`src/rtl/booth_seq_ctrl_if.sv`:
```
// Handshake / partial-product bus of booth_seq_ctrl.
//   slave  : the multiplier controller (consumes operands, produces product,
//            drives the partial-product selector code and multiplicand)
//   master : the environment (operand source, product sink, selector)
// Signals:
//   in_valid/in_ready/in_a/in_b    operand handshake (8-bit signed operands)
//   pp_mcand/pp_sel/pp_in          external partial-product selector link
//   abort                          synchronous cancel
//   out_valid/out_ready/out_prod/out_ovf  product handshake (16-bit signed)
//   busy                           controller not idle
interface booth_seq_ctrl_if;
  logic       in_valid;
  logic       in_ready;
  logic [7:0] in_a;
  logic [7:0] in_b;
  logic [7:0] pp_mcand;
  logic [2:0] pp_sel;
  logic [8:0] pp_in;
  logic       abort;
  logic       out_valid;
  logic       out_ready;
  logic [15:0] out_prod;
  logic       out_ovf;
  logic       busy;

  modport slave (
    input  in_valid, in_a, in_b, pp_in, abort, out_ready,
    output in_ready, pp_mcand, pp_sel, out_valid, out_prod, out_ovf, busy
  );

  modport master (
    output in_valid, in_a, in_b, pp_in, abort, out_ready,
    input  in_ready, pp_mcand, pp_sel, out_valid, out_prod, out_ovf, busy
  );
endinterface

```
`src/rtl/booth_seq_ctrl.sv`:
```
// Sequential radix-4 Booth multiplier controller, 8x8 signed -> 16 signed.
// The multiplier is recoded one digit per cycle into a selector code that
// drives an external partial-product selector; the returned partial product
// is shifted and accumulated. All outputs are registered.
// Ports:
//   clk    rising-edge clock
//   rst_n  asynchronous active-low reset
//   bus    booth_seq_ctrl_if.slave (operand/product handshakes, selector link,
//          abort, busy)
module booth_seq_ctrl (
  input  logic             clk,
  input  logic             rst_n,
  booth_seq_ctrl_if.slave  bus
);

  typedef enum logic [1:0] {IDLE, CALC, DONE} state_t;

  state_t      state_q;
  logic [7:0]  a_q;
  logic [7:0]  b_q;
  logic [15:0] acc_q;
  logic [2:0]  idx_q;
  logic [2:0]  sel_q;
  logic        ovf_q;
  logic        in_ready_q;
  logic        out_valid_q;
  logic        busy_q;

  logic [8:0]  b_ext;
  logic [2:0]  trip;
  logic [2:0]  code_d;
  logic [2:0]  shamt;
  logic [15:0] pp_ext;
  logic [15:0] pp_shift;

  function automatic logic [2:0] recode(input logic [2:0] t);
    logic [2:0] c;
    case (t)
      3'b001, 3'b010: c = 3'b001;
      3'b011:         c = 3'b010;
      3'b100:         c = 3'b110;
      3'b101, 3'b110: c = 3'b101;
      default:        c = 3'b000;
    endcase
    return c;
  endfunction

  // Digit i uses triplet b[2i+1:2i-1] with an implicit b[-1]=0.
  // idx_q counts 0..4: cycle 0 only issues digit 0's code, cycles 1..4
  // accumulate digit idx-1 while issuing the code of digit idx.
  always_comb begin
    b_ext    = {b_q, 1'b0};
    trip     = b_ext[{idx_q[1:0], 1'b0} +: 3];
    code_d   = recode(trip);
    shamt    = {idx_q[1:0] - 2'd1, 1'b0};
    pp_ext   = {{7{bus.pp_in[8]}}, bus.pp_in};
    pp_shift = pp_ext << shamt;
  end

  always_ff @(posedge clk or negedge rst_n) begin
    if (!rst_n) begin
      state_q     <= IDLE;
      a_q         <= '0;
      b_q         <= '0;
      acc_q       <= '0;
      idx_q       <= '0;
      sel_q       <= '0;
      ovf_q       <= 1'b0;
      in_ready_q  <= 1'b0;
      out_valid_q <= 1'b0;
      busy_q      <= 1'b0;
    end else begin
      case (state_q)
        IDLE: begin
          out_valid_q <= 1'b0;
          sel_q       <= '0;
          if (bus.in_valid && in_ready_q) begin
            a_q        <= bus.in_a;
            b_q        <= bus.in_b;
            acc_q      <= '0;
            idx_q      <= '0;
            ovf_q      <= 1'b0;
            state_q    <= CALC;
            in_ready_q <= 1'b0;
            busy_q     <= 1'b1;
          end else begin
            in_ready_q <= 1'b1;
            busy_q     <= 1'b0;
          end
        end
        CALC: begin
          if (bus.abort) begin
            state_q     <= IDLE;
            acc_q       <= '0;
            ovf_q       <= 1'b0;
            sel_q       <= '0;
            out_valid_q <= 1'b0;
            busy_q      <= 1'b0;
            in_ready_q  <= 1'b1;
          end else begin
            if (idx_q != 3'd0) begin
              acc_q <= acc_q + pp_shift;
            end
            idx_q <= idx_q + 3'd1;
            if (idx_q == 3'd4) begin
              state_q     <= DONE;
              sel_q       <= '0;
              out_valid_q <= 1'b1;
            end else begin
              sel_q <= code_d;
              // Negating -128 cannot be represented by the selector.
              ovf_q <= ovf_q | ((a_q == 8'h80) && code_d[2]);
            end
          end
        end
        DONE: begin
          if (bus.abort || bus.out_ready) begin
            state_q     <= IDLE;
            out_valid_q <= 1'b0;
            busy_q      <= 1'b0;
            in_ready_q  <= 1'b1;
            sel_q       <= '0;
            if (bus.abort) begin
              acc_q <= '0;
              ovf_q <= 1'b0;
            end
          end
        end
        default: begin
          state_q     <= IDLE;
          out_valid_q <= 1'b0;
          busy_q      <= 1'b0;
          in_ready_q  <= 1'b0;
          sel_q       <= '0;
        end
      endcase
    end
  end

  assign bus.in_ready  = in_ready_q;
  assign bus.pp_mcand  = a_q;
  assign bus.pp_sel    = sel_q;
  assign bus.out_valid = out_valid_q;
  assign bus.out_prod  = acc_q;
  assign bus.out_ovf   = ovf_q;
  assign bus.busy      = busy_q;

endmodule

```
`src/flat_wrapper.sv`:
```
// flat-port wrapper written by rule: the top's interface ports become plain ports
module booth_seq_ctrl_flat 
  (clk, rst_n, bus_in_valid, bus_in_a, bus_in_b, bus_pp_in, bus_abort, bus_out_ready, bus_in_ready, bus_pp_mcand, bus_pp_sel, bus_out_valid, bus_out_prod, bus_out_ovf, bus_busy);
  booth_seq_ctrl_if bus_i ();
  input  logic clk;
  input  logic rst_n;
  input wire logic [$bits(bus_i.in_valid)-1:0] bus_in_valid;
  input wire logic [$bits(bus_i.in_a)-1:0] bus_in_a;
  input wire logic [$bits(bus_i.in_b)-1:0] bus_in_b;
  input wire logic [$bits(bus_i.pp_in)-1:0] bus_pp_in;
  input wire logic [$bits(bus_i.abort)-1:0] bus_abort;
  input wire logic [$bits(bus_i.out_ready)-1:0] bus_out_ready;
  output wire logic [$bits(bus_i.in_ready)-1:0] bus_in_ready;
  output wire logic [$bits(bus_i.pp_mcand)-1:0] bus_pp_mcand;
  output wire logic [$bits(bus_i.pp_sel)-1:0] bus_pp_sel;
  output wire logic [$bits(bus_i.out_valid)-1:0] bus_out_valid;
  output wire logic [$bits(bus_i.out_prod)-1:0] bus_out_prod;
  output wire logic [$bits(bus_i.out_ovf)-1:0] bus_out_ovf;
  output wire logic [$bits(bus_i.busy)-1:0] bus_busy;
  assign bus_i.in_valid = bus_in_valid;
  assign bus_i.in_a = bus_in_a;
  assign bus_i.in_b = bus_in_b;
  assign bus_i.pp_in = bus_pp_in;
  assign bus_i.abort = bus_abort;
  assign bus_i.out_ready = bus_out_ready;
  assign bus_in_ready = bus_i.in_ready;
  assign bus_pp_mcand = bus_i.pp_mcand;
  assign bus_pp_sel = bus_i.pp_sel;
  assign bus_out_valid = bus_i.out_valid;
  assign bus_out_prod = bus_i.out_prod;
  assign bus_out_ovf = bus_i.out_ovf;
  assign bus_busy = bus_i.busy;
  booth_seq_ctrl u_core (.clk(clk), .rst_n(rst_n), .bus(bus_i));
endmodule
```
`config.mk`:
```
export PLATFORM = sky130hd
export DESIGN_NAME = booth_seq_ctrl_flat
export DESIGN_NICKNAME = d
export VERILOG_FILES = /design/src/rtl/booth_seq_ctrl_if.sv /design/src/rtl/booth_seq_ctrl.sv /design/src/flat_wrapper.sv
export SDC_FILE = /design/constraint.sdc
export NUM_CORES = 1
export LEC_CHECK = 0
export CORE_MARGIN = 5
export CORE_UTILIZATION = 52
export DETAILED_ROUTE_END_ITERATION = 8
export MAX_ROUTING_LAYER = met4
export PLACE_DENSITY = 0.91
export SYNTH_ARGS = -nofsm -noshare
export SYNTH_HDL_FRONTEND = slang
export SYNTH_SLANG_ARGS = --single-unit
```
`constraint.sdc`:
```
create_clock -name clk -period 4.45 [get_ports clk]
set_input_delay 0.89 -clock clk [delete_from_list [all_inputs] [get_ports clk]]
set_output_delay 0.89 -clock clk [all_outputs]
set_load 0.02 [all_outputs]
```
# [Yosys cells after proc, flatten, opt, wreduce, memory -nomap -nowiden]
# Index checks and enable logic that the tools add are counted.
[classes] add_sub_neg=3 n_eq_ne=18 shift=2 mux=35 bitwise_logic=1 n_reduce_logical=16
[op_table] cell="16-bit 2-to-1 mux" count=5
[op_table] cell="16-bit case mux with 3 select lines" count=1
[op_table] cell="16-bit adder" count=1
[op_table] cell="16-bit by 3-bit << shifter with 16-bit output" count=1
[op_table] cell="3-bit 2-to-1 mux" count=5
[op_table] cell="3-bit equality test (second input constant)" count=4
[op_table] cell="1-bit 2-to-1 mux" count=12
[op_table] cell="3-bit case mux with 2 select lines" count=2
[op_table] cell="3-bit case mux with 4 select lines" count=1
[op_table] cell="5-bit AND reduction" count=2
[op_table] cell="1-bit case mux with 3 select lines" count=3
[op_table] cell="9-bit by 4-bit indexed part select with 3-bit output" count=1
[op_table] cell="8-bit equality test (second input constant)" count=1
[op_table] cell="2-bit 2-to-1 mux" count=4
[op_table] cell="3-bit by 2-bit equality test with 1-bit output (second input constant)" count=2
[op_table] cell="2-bit != test (second input constant)" count=3
[op_table] cell="3-bit by 2-bit != test with 1-bit output (second input constant)" count=2
[op_table] cell="2-bit case mux with 3 select lines" count=1
[op_table] cell="2-bit AND reduction" count=3
[op_table] cell="3-bit AND reduction" count=2
[op_table] cell="3-bit nonzero test" count=2
[op_table] cell="2-bit by 1-bit != test with 1-bit output (second input constant)" count=2
[op_table] cell="2-bit OR reduction" count=2
[op_table] cell="3-bit by 1-bit adder with 3-bit output (second input constant)" count=1
[op_table] cell="11 further kinds" count=12
[totals] regBits=44 inputBits=30 output_inout_bits=31 elab_cells=85

# [Depth between registers and ports, before layout]
[depth] depth_word=9 depth_mapped=14 ltp_nobuf=11

# [Worst setup path after synthesis]
# No wires, ideal clock.
[synth_timing] kind="flip-flop to flip-flop" startpoint="reg u_core.idx_q[0]" endpoint="reg u_core.acc_q[14], in the netlist u_core.bus.out_prod[14]" setup_time_ns=0.122 arrival_ns=3.482 t_required_ns=4.328 setup_slack_ns=0.846 path_stages_with_launch=15 synth_period_minus_slack_ns=3.604 path_cell_list="dfrtp_1 > buf_2 > clkinv_1 > ha_1 > clkbuf_1 > clkbuf_1 > and3_1 > ha_1 > inv_1 > fa_1 > nand2b_1 > a21o_1 > a2111oi_1 > o21ai_0 > a32o_1"
[synth_via] elab_chain_len=6 word_cells_on_any_way=9 cone_classes="add/sub: 2; eq/ne: 1; shift: 1; mux: 3; reduce/logical: 2"
[synth_lines] element="from (decl)" line_no="booth_seq_ctrl.sv:22" text="logic [2:0] idx_q;"
[synth_lines] element="from (signal assigned)" line_no="booth_seq_ctrl.sv:104" text="idx_q <= idx_q + 3'd1;"
[synth_lines] element="2-bit by 1-bit subtractor with 2-bit output" line_no="booth_seq_ctrl.sv:55" text="shamt = {idx_q[1:0] - 2'd1, 1'b0};"
[synth_lines] element="16-bit by 3-bit << shifter with 16-bit output" line_no="booth_seq_ctrl.sv:57" text="pp_shift = pp_ext << shamt;"
[synth_lines] element="16-bit adder" line_no="booth_seq_ctrl.sv:102" text="acc_q <= acc_q + pp_shift;"
[synth_lines] element="16-bit 2-to-1 mux" line_no="booth_seq_ctrl.sv:101" text="if (idx_q != 3'd0) begin"
[synth_lines] element="16-bit 2-to-1 mux" line_no="booth_seq_ctrl.sv:92" text="if (bus.abort) begin"
[synth_lines] element="16-bit case mux with 3 select lines" line_no="booth_seq_ctrl.sv:73" text="case (state_q)"
[synth_lines] element="to (signal assigned)" line_no="booth_seq_ctrl.sv:102"
[synth_lines] element="to (decl)" line_no="booth_seq_ctrl.sv:21" text="logic [15:0] acc_q;"
# Several ways; a longest one is shown, not always the timed one. The select of a mux whose other input is x is not followed.
# A chain may end at the register's enable or synchronous reset.

# [Worst setup path in the final report]
# Same ends and word-level chain as after synthesis.

==> flow_summary.yaml <==
logic_synthesis:
  syn_avg_cell_area_sq_um: 9.661
  synth_top_cell_area_share: 0.3607
  yosysUniqueCellTypes: 57
  synth-edff-count: 0
  synth_top_area_cell: "dfrtp_1"
  yosys_most_used_dff: "dfrtp_1"
  ys_ff_latch: 44
  ys_seq_area_frac: 0.3607
  synthCells: 316
  syn_area_sq_um: 3053
  syn_nets: 372
  synthTopCellsByCount: "44 x dfrtp_1, 38 x nand2_1, 25 x ha_1"
  async_flop_share: 1.000
  synth_most_common_cell: "dfrtp_1"
  synth_area_leaders: "dfrtp_1 36%, ha_1 10%, mux2_2 6.6%"
  ys_warn_count: 0
die:
  coreArea_sq_um: 5816
  die_w_um: 86.62
  die_h_um: 86.62
  num_rows: 28
  initial_core_util: 0.5250
  ioPinCount: 61
  dieArea_sq_um: 7503
setup_path:
  timing.rr.end: "u_core.bus.out_prod[14]$_DFFE_PN0P_"
  worstPathArrival_ps: 3910
  worst-path-buf-inv: 2
  rrSetupSlack_ps: 740
  path_max_fanout: 20
  max_stage_delay_ps: 780
  reg2reg_from: "u_core.idx_q[0]$_DFFE_PN0P_"
  end_kind: "flop"
  critPathTopFamily: "adder cells"
  startpoint_type: "flop"
  cp_num_cells: 11
  crit_top_cell: "ha_1"
  path_cells: "clkinv_1 -> ha_1 -> and3_1 -> ha_1 -> inv_1 -> fa_1 -> nand2b_1 -> a21o_1 -> a2111oi_1 -> o21ai_0 -> a32o_1"
  reg2reg_depth: 11
  path_class: "flop to flop"
  cp_slowest_cell: "ha_1"
  cp.required_ps: 4650
drt:
  vias_per_cell: 5.982
  avgRoutedWirePerCell_um: 17.14
  totalWireLength_um: 7749
  vias: 2704
  first_pass_iters: 4
  drc_errors: 0
  antenna_left: 0
  drt_first_iter_violations: 170
power_and_ir_drop:
  ir_drop_uv: 363.6
  power.total_mw: 2.607
  leakagePower_nw: 1.662
  p_per_area_nw_per_um2: 678.9
sta:
  rsz0062_at_grt: "false"
  fin_crit_sh: 0.8332
  finalSetupViolations: 0
  clock_skew_ps: 7.109
  fin_crit_ps: 3708
  tightestPinTransition_ps: 989.5
  fmax_ghz: 0.2697
  slew_violations: 0
  setup_tns_ps: 0
  hold_violations: 0
  max_slew_margin: 0.3403
cts:
  cts.hold.buffers_added: 0
  cts_max_level: 2
  clock_sinks: 44
  cts-resized-gates: 0
  cts_tree: "done"
  clk_pin_slew_ps: 90
  clk_latency_ps: 310
  cts_made_buffers: 5
  root_buffer: "clkbuf_8"
  postCtsSetupRepairBufs: 0
  ctsLongestPathBuffers: 2
global_routing:
  grt_pass1_vias: 2827
  gr-total-overflow: 0
  track_usage: 0.2202
  antenna_found_initial: 0
  grt_max_degree: 45
  grt_pass1_wl_um: 12870
cells_and_area:
  syn_to_final_growth_pct: 25.78
  finalInstanceArea_sq_um: 3840
  drive_gt1_frac: 0.1114
  regArea_sq_um: 1101
  num_antenna_cells: 0
  nNetsFinal: 432
  multi_input_comb_area_sq_um: 1853
  fillers: 494
worst_hold_path:
  hold_path_depth: 2
  hp-class: "flop to flop"
  min_from: "u_core.bus.pp_sel[1]$_DFFE_PN0N_"
  holdPathEnd: "u_core.bus.pp_sel[1]$_DFFE_PN0N_"
placed_design:
  dp_hpwl_um: 6035
  place_congestion: 0.9690
  portBuffers: 60
  placed_area_sq_um: 3719
run:
  drv_cap: 0
outcome:
  status: "complete, no violations"
==> kinds of logic (layout without fill, tap and decap cells) <==
family          Yosys count  after routing  share of synthesized area
fa+ha+maj                26             26                     0.1090
simple gates             94             94                     0.1475
compound gates           95             95                     0.2209
flops                    44             44                     0.3607
buf+inv                  24             85                    0.03238
mux                      27             27                     0.1123
xor+xnor                  6              6                    0.01722
==> where the power goes <==
part	switching (mW)	internal [mW]	total [mW]
clock	0.155	0.184	0.339
combinational	0.896	0.712	1.61
sequential	0.114	0.546	0.660
total	1.17	1.44	2.61
==> worst register-to-register path, cell delays in order (launching register included) <==
cell,delay (ps)
dfrtp_1,370
clkinv_1,240
ha_1,780
and3_1,270
ha_1,160
inv_1,50
fa_1,380
nand2b_1,220
a21o_1,230
a2111oi_1,480
o21ai_0,160
a32o_1,280
==> how the worst max path moves through the flow <==
stage                                     start  slack (ps)                                  end
global route        u_core.idx_q[0]$_DFFE_PN0P_         420  u_core.bus.out_prod[14]$_DFFE_PN0P_
finish              u_core.idx_q[0]$_DFFE_PN0P_         740  u_core.bus.out_prod[14]$_DFFE_PN0P_
floorplan           u_core.idx_q[0]$_DFFE_PN0P_         850  u_core.bus.out_prod[14]$_DFFE_PN0P_
global placement                   bus_pp_in[8]         950  u_core.bus.out_prod[14]$_DFFE_PN0P_
detailed placement  u_core.idx_q[0]$_DFFE_PN0P_         850  u_core.bus.out_prod[14]$_DFFE_PN0P_
CTS                 u_core.idx_q[0]$_DFFE_PN0P_         820  u_core.bus.out_prod[14]$_DFFE_PN0P_
==> through the flow <==
stage,hold slack [ps],setup WS (ps),instances,util
after floorplan,473.9,846.1,316,-
after global placement,464.2,953.6,444,0.6394
after detailed placement,470.0,851.6,444,0.6394
after CTS,490.0,821.8,452,0.6603
after global routing,510.7,420.0,452,0.6603
final,487.1,742.4,452,0.6603
==> cell type report <==
class                   count  share of cell area
multi-input cells         248              0.4826
flip-flops and latches     44              0.2867
repair buffers             63              0.1610
well taps                  75             0.02444
clock buffers               6             0.02151
inverters                  14             0.01369
clock inverters             2             0.01010
==> layout by cell type, fill, tap and decap left out, types with 4 or more instances in the layout <==
cell             count
a211oi_1             6
a21oi_1             19
a22o_1               7
and2_1               4
clkbuf_8             6
clkdlybuf4s50_1     59
dfrtp_1             44
ha_1                25
inv_1               13
mux2_2              18
mux2i_1              5
mux4_2               4
nand2_1             38
nand2b_1             7
nand3_1              4
nor2_1              15
nor2b_1              7
nor3_1               5
o211ai_1             5
o21a_1               6
o21ai_0             22
or3_1                4
==> state kept, by name, summed over array words and instances, names as in the netlist <==
name and cells:
u_core.b_q 8, u_core.bus.pp_sel 3, u_core.bus.out_valid 1, u_core.bus.pp_mcand 8, u_core.state_q 2, u_core.bus.busy 1, u_core.bus.in_ready 1, u_core.bus.out_prod 16
u_core.bus.out_ovf 1, u_core.idx_q 3
==> routing by layer <==
| layer | global-route usage | vias up | wire (um) |
|---|---|---|---|
| li1 | - | 1286 | - |
| met1 | 0.2454 | 1315 | 2995 |
| met2 | 0.3887 | 90 | 4082 |
| met3 | 0.05608 | 13 | 566 |
| met4 | 0.06232 | 0 | 104 |
| met5 | - | - | 0 |
Note: power is estimated with default switching activity, not from simulation.
